### src/rtl/tdc_sample_averager.sv
// tdc_sample_averager
//   Window averager for TDC thermometer codes. It synchronizes the TDC
//   strobe into clk, popcounts each code and flags bubbles. Over a window
//   of 2^LOG2_N samples it accumulates the sum, min, max and bubble count,
//   then presents them through a valid/ack handshake.
// Ports:
//   clk, rst_n       system clock, async active-low reset
//   start_i          begin a window (IDLE only)
//   clear_i          synchronous abort back to IDLE with results zeroed
//   cont_i           on ack, restart a new window instead of going idle
//   sample_i         TDC strobe (async), tdc_code_i thermometer code
//   ack_i            consumer acknowledge while valid_o
//   valid_o, busy_o  result available / window in progress
//   sum_o, mean_o, min_o, max_o, bubble_cnt_o  window results
//   overrun_o        sticky: a strobe arrived while a result was pending
module tdc_sample_averager #(
  parameter  int WIDTH  = 8,
  parameter  int LOG2_N = 4,
  localparam int CNT_W  = $clog2(WIDTH + 1),
  localparam int SUM_W  = CNT_W + LOG2_N
) (
  input  logic             clk,
  input  logic             rst_n,
  input  logic             start_i,
  input  logic             clear_i,
  input  logic             cont_i,
  input  logic             sample_i,
  input  logic [WIDTH-1:0] tdc_code_i,
  input  logic             ack_i,
  output logic             valid_o,
  output logic             busy_o,
  output logic [SUM_W-1:0] sum_o,
  output logic [CNT_W-1:0] mean_o,
  output logic [CNT_W-1:0] min_o,
  output logic [CNT_W-1:0] max_o,
  output logic [7:0]       bubble_cnt_o,
  output logic             overrun_o
);

  typedef enum logic [1:0] {IDLE, ACCUM, DONE} state_t;

  typedef struct packed {
    logic [SUM_W-1:0] sum;
    logic [CNT_W-1:0] mn;
    logic [CNT_W-1:0] mx;
    logic [7:0]       bub;
  } res_t;

  state_t          state;
  res_t            res, res_start, res_upd;
  logic [LOG2_N:0] cnt, cnt_nxt;
  logic            valid, busy, ovr;

  // sync[0]=s1, sync[1]=s2, sync[2]=s3 (history for edge detect)
  logic [2:0] sync;
  logic       pulse;

  always_ff @(posedge clk or negedge rst_n)
    if (!rst_n) sync <= '0;
    else        sync <= {sync[1:0], sample_i};

  assign pulse = sync[1] & ~sync[2];

  // popcount and bubble detect on the raw code; the code is held stable
  // by the source across the synchronizer latency
  logic [CNT_W-1:0] pop;
  logic             bubble;

  always_comb begin
    pop = '0;
    for (int i = 0; i < WIDTH; i++) pop = pop + CNT_W'(tdc_code_i[i]);
  end

  // a one above a zero anywhere means the code is not a clean thermometer
  assign bubble = |(tdc_code_i[WIDTH-1:1] & ~tdc_code_i[WIDTH-2:0]);

  always_comb begin
    res_start     = '0;
    res_start.mn  = CNT_W'(WIDTH);
    res_upd       = res;
    res_upd.sum   = res.sum + SUM_W'(pop);
    res_upd.mn    = (pop < res.mn) ? pop : res.mn;
    res_upd.mx    = (pop > res.mx) ? pop : res.mx;
    res_upd.bub   = (bubble && res.bub != 8'hFF) ? res.bub + 8'd1 : res.bub;
  end

  assign cnt_nxt = cnt + (LOG2_N+1)'(1);

  always_ff @(posedge clk or negedge rst_n) begin
    if (!rst_n) begin
      state <= IDLE;
      res   <= '0;
      cnt   <= '0;
      valid <= 1'b0;
      busy  <= 1'b0;
      ovr   <= 1'b0;
    end else if (clear_i) begin
      state <= IDLE;
      res   <= '0;
      cnt   <= '0;
      valid <= 1'b0;
      busy  <= 1'b0;
      ovr   <= 1'b0;
    end else begin
      case (state)
        IDLE: if (start_i) begin
          state <= ACCUM;
          res   <= res_start;
          cnt   <= '0;
          busy  <= 1'b1;
          ovr   <= 1'b0;
        end
        ACCUM: if (pulse) begin
          res <= res_upd;
          cnt <= cnt_nxt;
          // top bit set means 2^LOG2_N samples are in
          if (cnt_nxt[LOG2_N]) begin
            state <= DONE;
            busy  <= 1'b0;
            valid <= 1'b1;
          end
        end
        DONE: begin
          // results are frozen here; a strobe, even one coincident with
          // a continuous restart, is dropped and only flagged
          if (pulse) ovr <= 1'b1;
          if (ack_i) begin
            valid <= 1'b0;
            if (cont_i) begin
              state <= ACCUM;
              res   <= res_start;
              cnt   <= '0;
              busy  <= 1'b1;
            end else begin
              state <= IDLE;
            end
          end
        end
        default: begin
          state <= IDLE;
          valid <= 1'b0;
          busy  <= 1'b0;
        end
      endcase
    end
  end

  assign valid_o      = valid;
  assign busy_o       = busy;
  assign sum_o        = res.sum;
  assign mean_o       = res.sum[SUM_W-1:LOG2_N];
  assign min_o        = res.mn;
  assign max_o        = res.mx;
  assign bubble_cnt_o = res.bub;
  assign overrun_o    = ovr;

endmodule
### config.mk
export PLATFORM = sky130hd
export DESIGN_NAME = tdc_sample_averager
export DESIGN_NICKNAME = d
export VERILOG_FILES = /design/src/rtl/tdc_sample_averager.sv
export SDC_FILE = /design/constraint.sdc
export NUM_CORES = 1
export LEC_CHECK = 0
export CORE_MARGIN = 2
export CORE_UTILIZATION = 45
export CTS_CLUSTER_DIAMETER = 80
export DETAILED_ROUTE_END_ITERATION = 10
export HOLD_SLACK_MARGIN = 0.06
export PLACE_DENSITY = 0.76
export SETUP_SLACK_MARGIN = 0.5
export SYNTH_ARGS = -nofsm -noshare
export SYNTH_HDL_FRONTEND = slang
export SYNTH_SLANG_ARGS = --single-unit
### constraint.sdc
create_clock -name clk -period 2.4 [get_ports clk]
set_input_delay 0.36 -clock clk [delete_from_list [all_inputs] [get_ports clk]]
set_output_delay 0.36 -clock clk [all_outputs]
set_load 0.02 [all_outputs]
==> reports/summary.txt <==
cell internal pwr = 1.88 mW
DRC = 0
sw frac = 39.9%
die area = 6080 sq um
Avg Cell Area, Syn = 9.19 sq um
NetSw = 1.25 mW
crit start category = input pin
post-synthesis async set-or-reset flop share = 100%
placed cell area = 3170 sq um
Max-slew headroom = 43.9%
Flop pwr share = 25.0%
clock sink count = 37
GRT Overall Usage = 22.9%
post-route setup slack = -1300 ps
initial antenna violation count = 0
FILL cells = 345
final hold slack = 158 ps
Fin. Hold Viols = 0
drt first pass iters = 4
CTS Buf Count = 5
Cells after Synth = 268
number of nets in the layout = 404
Unique masters post-synth = 45
R2R setup slack = 450 ps
sequential share of the synthesized area = 37.6%
Starting Density = 47.3%
fmax = 270 MHz
Crit path top cell by count = fa_1
die height = 78.0 um
Critical Path End Type = flip-flop
data arrival time of the critical path = 3890 ps
first-pass GRT wire length = 11.0 mm
setup violators final = 23
routed via count = 2433
Core Rows = 26
syn_nets = 308
ant diodes = 0
worst hold path class = in2async
vias in the first global route = 2277
drt first-iter violations = 132
yosys warns = 0
HPWL after DPL = 4.21 mm
worst-skew pair later-pin latency = 300 ps
final instance area = 3910 sq um
synthesized area = 2460 sq um
Clock Tree Root = clkbuf_8
critical path class = in2reg
IO Count = 46
Reg clk slew, reported paths = 80 ps
CTS tree = built
pwr dens = 799 nW/um^2
fin crit share = 154%
Critical Path RT = 2580 ps
CP max FO = 4
post-synthesis sequential element count = 37
Port Buffers = 45
EDFF count, synth = 0
Gate power share = 61.1%
Max IR drop VDD = 486 uV
largest net degree at the start of global routing = 38
share of cells above drive strength 1 = 34.2%
clock buffer depth = 2
Leak Pwr = 1.74 nW
CP max stage cell = fa_2
Slew Limit Fails = 0
RSZ-0062 raised after global routing = yes
Layout Skew = 12.2 ps
via-per-instance ratio = 5.59
max incr delay on CP = 630 ps
Min Clock Period, post-route = 3700 ps
Total Wirelength = 7.46 mm
CP Cell Sequence = buf_8 > inv_8 > fa_1 > fa_1 > fa_1 > inv_2 > ha_4 > fa_2 > inv_2 > fa_2 > nor2b_4 > o21ai_2 > nor2b_4 > o21ai_2 > a31oi_1
status = complete, but fails checks
Slew @ Worst Pin = 842 ps
Main synth FF type = dfrtp_1
H-tree lvl count = 2
total grt overflow = 0
DR WL/cell = 17.1 um
antenna viol nets, final = 0
GP Congestion = 0.774
Layout area overhead = 58.6%
max-cap violations = 0
CORE AREA = 5200 sq um
failing checks = setup timing
clock share of power = 13.8%
hold-fix buffer count after cts = 0
die width = 78.0 um
per-layer routing:
metal	share of wire [%]	vias up	global-route usage [%]
met4	2.1	0	7.54
met5	0	-	0
met3	4.3	14	2.79
met1	38	1198	29.4
li1	-	1137	-
met2	55	84	40.0
flip-flops by register name (all words and copies together), names as in the netlist:
name / flops
bubble_cnt_o: 8
busy_o: 1
cnt: 5
max_o: 4
min_o: 4
overrun_o: 1
state: 2
sum_o: 8
sync: 3
valid_o: 1
repair_timing:
action / CTS / global route
endpoints found under the setup margin: 29 / 30
buffers inserted: 28 / 8
pin swaps: 18 / 35
hold endpoints to repair: 0 / 0
gates resized for setup: 34 / 68
through the flow:
stage	setup TNS [ps]	utilization [%]	std cells	power (mW)	setup slack [ps]
CTS	-26660	67.9	427	2.74	-1300
global placement	-30370	60.8	391	2.08	-2050
global route	-27860	75.0	435	3.31	-1390
finish	-25630	75.0	435	3.12	-1300
floorplan	-18620	-	268	1.68	-1340
detailed placement	-31260	60.8	391	2.12	-2120
synth_stat cells, types with 3 or more instances:
library cell,count,area [sq um]
a21o_1,6,45.0
nor2b_1,13,81.3
nor3_1,8,40.0
a211oi_1,4,30.0
a31oi_1,6,37.5
fa_1,5,100
a22o_1,7,61.3
nor2_1,13,48.8
inv_1,25,93.8
o21ai_0,15,75.1
nand2_1,23,86.3
buf_4,6,45.0
mux2i_1,4,40.0
ha_1,20,250
and2_1,4,25.0
a21oi_1,16,80.1
nand3_1,9,45.0
dfrtp_1,37,926
clkbuf_1,4,15.0
nor4_1,3,18.8
nand2b_1,9,56.3
power groups by stage:
stage	Clock, mW	Sequential, mW	Combinational, mW
global route	0.471	0.792	2.05
finish	0.431	0.782	1.91
detailed placement	0	0.789	1.33
CTS	0.440	0.774	1.52
floorplan	0	0.845	0.838
global placement	0	0.786	1.29
cells by family after synthesis:
| logic type | after synthesis | synth area share (%) |
|---|---|---|
| AND/OR/NAND/NOR | 90 | 18.4 |
| multiplexers | 5 | 2.08 |
| buffers and inverters | 38 | 7.11 |
| AO/OA/AOI/OAI | 71 | 19.8 |
| flip-flops | 37 | 37.6 |
| XOR/XNOR | 2 | 0.712 |
| adder cells (fa/ha/maj) | 25 | 14.2 |
worst max-delay path: cells and delay by family:
family | cells | cell delay [ps]
and+or+nand+nor | 2 | 300
adders and majority gates | 6 | 2700
buffers and inverters | 4 | 230
AOI/OAI and AO/OA | 3 | 290
cells in the final DEF (no fill, tap or decap), types with 4 or more instances in the layout:
cell	netlist	final
nand3_1	9	8
o21ai_2	0	6
inv_2	0	5
buf_4	6	32
o21ai_0	15	5
nand2b_1	9	7
ha_4	0	8
clkbuf_8	0	5
a21oi_1	16	10
nor2b_4	0	5
dfrtp_1	37	37
nand2_1	23	22
a31oi_1	6	6
clkdlybuf4s50_1	0	41
buf_6	1	27
a22o_1	7	7
nor3_1	8	7
o21ai_1	1	5
a21oi_4	0	4
inv_1	25	18
ha_1	20	11
a21o_1	6	5
nor2b_1	13	7
nor2_1	13	12
path summary, 6_finish.rpt:
check                         startpoint         endpoint  depth (start not counted)
max                        tdc_code_i[3]         sum_o[6]                         15
max in group asynchronous          rst_n         max_o[2]                          1
max reg2reg                     state[1]  bubble_cnt_o[6]                          8
min in group clk                 sync[0]          sync[1]                          0
min                                rst_n           cnt[2]                          1
min reg2reg                      sync[0]          sync[1]                          0
area by class of cell:
| cell class | count | area (sq um) | share of cell area (%) |
|---|---|---|---|
| tap | 70 | 87.6 | 2.24 |
| inverter | 25 | 104 | 2.66 |
| sequential | 37 | 926 | 23.7 |
| multi-input combinational | 193 | 1730 | 44.3 |
| timing repair buffer | 102 | 975 | 25.0 |
| clock inverter | 2 | 10.0 | 0.256 |
| clock buffer | 6 | 72.6 | 1.86 |
Power figures use the tool's default switching activity.
==> variant: new RTL, same settings <==
Encoding of `state_t`: now one-hot (3 bits for 3 states).
--- a/src/rtl/tdc_sample_averager.sv
+++ b/src/rtl/tdc_sample_averager.sv
@@ -39,3 +39,3 @@
 
-  typedef enum logic [1:0] {IDLE, ACCUM, DONE} state_t;
+  typedef enum logic [2:0] {IDLE = 3'b001, ACCUM = 3'b010, DONE = 3'b100} state_t;
 
Behaviour: same outputs for any inputs over 10 cycles, from zero or initial values and one cycle with rst_n low; not proved beyond that.
==> variant against the original RTL <==
- the run still ends with negative setup slack left
- setup slack better by 55 ps
- critical endpoint is now max_o[1]$_DFFE_PN0P_
- sequential cell count rose by 1
- design area fell by 7.1%
- count of clock-buffer cells in the layout grew 1
- routed wire length is 17% lower
- die area up 1.7%
- non-clock buffer count shrank 12
- synthesized area rose by 1.8%
Power is not compared: it rests on default switching activity, and its combinational part moved more than twofold at a synthesized area within 25%.
==> variant: results (changes against the original RTL) <==
{
  "grt_first_pass_wirelength": {"value": 10200, "unit": "um", "change": "-7.3%"},
  "yosys.cell_types.count": {"value": 51, "change": "+13%"},
  "r2r_start": "state[0]$_DFFE_PN1P_",
  "wirelength": {"value": 6200, "unit": "um", "change": "-17%"},
  "status": "finished, violations left",
  "worst_setup_path_endpoint": "max_o[1]$_DFFE_PN0P_",
  "tritoncts.num_buffers": {"value": 5, "change": "unchanged"},
  "setup-violations-final": {"value": 15, "change": "-35%"},
  "synth_area_leaders": "sky130_fd_sc_hd__dfrtp_1 37%, sky130_fd_sc_hd__ha_1 8.0%, sky130_fd_sc_hd__inv_1 4.2%",
  "routedLengthMet1": {"value": 2770, "unit": "um", "change": "-3.0%"},
  "ys_seq_area_frac": {"value": 0.380, "change": "+0.00391"},
  "post-place-cells": {"value": 406, "change": "+3.8%"},
  "syn_avg_cell_area": {"value": 9.28, "unit": "sq um", "change": "+1.0%"},
  "violated_checks": "negative setup slack",
  "vias": {"value": 2333, "change": "-4.1%"},
  "groute.layer.met2.usage": {"value": 0.350, "change": "-0.0504"},
  "postPlaceCellArea": {"value": 3250, "unit": "sq um", "change": "+2.6%"},
  "grt_util_met3": {"value": 0.0345, "change": "+0.00658"},
  "synth_top_cells_by_count": "37 x sky130_fd_sc_hd__dfrtp_1, 28 x sky130_fd_sc_hd__inv_1, 27 x sky130_fd_sc_hd__nand2_1",
  "worst_slew_pin_slew": {"value": 846, "unit": "ps", "change": "+3.99 ps"},
  "synth_nets": {"value": 306, "change": "-0.65%"},
  "wire_per_inst": {"value": 14.5, "unit": "um", "change": "-15%"},
  "grt_max_degree": {"value": 39, "change": "+2.6%"},
  "worst_hold_slack": {"value": 167, "unit": "ps", "change": "+9.66 ps"},
  "detailroute.wirelength.met2": {"value": 3200, "unit": "um", "change": "-22%"},
  "worst_case_clock_skew": {"value": 13.0, "unit": "ps", "change": "+0.841 ps"},
  "grt_pass1_vias": {"value": 2197, "change": "-3.5%"},
  "post_place_setup_slack": {"value": -2060, "unit": "ps", "change": "+52.7 ps"},
  "dpl.hpwl": {"value": 4190, "unit": "um", "change": "-0.52%"},
  "r2r_setup_slack": {"value": 530, "unit": "ps", "change": "+80 ps"},
  "setup_tns": {"value": -17520, "unit": "ps", "change": "+8110 ps"},
  "groute.layer.met1.usage": {"value": 0.267, "change": "-0.0264"},
  "timing.critical_path.from": "tdc_code_i[1]",
  "worst_ep_arrival_time": {"value": 3830, "unit": "ps", "change": "-60 ps"},
  "grt_use_total": {"value": 0.206, "change": "-0.0228"},
  "worst_r2r_path_depth": {"value": 6, "change": "-2"},
  "finalWorstSetupSlack": {"value": -1250, "unit": "ps", "change": "+55.0 ps"},
  "final_layout_size_suffix_gt1_frac": {"value": 0.287, "change": "-0.0551"}
}
[variant: logic make-up (layout without fill, tap and decap cells)]
kind of cell	after synthesis	after routing	synth area share
flip-flops	38	38	0.380
XOR/XNOR	2	2	0.00699
AND/OR/NAND/NOR	98	98	0.218
buffers and inverters	41	126	0.0729
AO/OA/AOI/OAI	69	69	0.199
multiplexers	1	1	0.00399
adder cells (fa/ha/maj)	21	21	0.120
[variant: worst min-delay path by stage]
| stage | endpoint | cells after the start | start |
|---|---|---|---|
| 6_report | cnt[2]$_DFFE_PN0P_ | 1 | rst_n |
| 5_1_grt | overrun_o$_DFFE_PN0P_ | 1 | rst_n |
| 4_1_cts | max_o[0]$_DFFE_PN0P_ | 1 | rst_n |
| 3_5_place_dp | sync[1]$_DFF_PN0_ | 0 | sync[0]$_DFF_PN0_ |
| 3_3_place_gp | sync[1]$_DFF_PN0_ | 0 | sync[0]$_DFF_PN0_ |
| 2_1_floorplan | bubble_cnt_o[0]$_DFFE_PN0P_ | 0 | rst_n |
[variant: cell type report]
cell class,instances,area [sq um],share of cell area
Inverter,28,115,0.0317
Clock inverter,1,5.00,0.00138
Clock buffer,7,86.3,0.0238
Timing Repair Buffer,90,817,0.225
Tap cell,72,90.1,0.0248
Sequential cell,38,953,0.263
Multi-Input combinational cell,191,1560,0.430
[variant: what timing repair did]
item | in CTS | in global routing
setup buffers | 9 | 3
endpoints found under the hold margin | 0 | 0
endpoints found under the setup margin | 21 | 25
gates cloned | 1 | 0
resized for setup | 50 | 20
pin swaps | 31 | 16
[variant: report_power, final]
| part | leakage [nW] | switching [W] | internal [W] |
|---|---|---|---|
| Clock | 0.0482 | 0.000238 | 0.000232 |
| Sequential | 0.514 | 0.0000165 | 0.000658 |
| Combinational | 1.08 | 0.000392 | 0.000398 |
| Total | 1.64 | 0.000646 | 0.00129 |
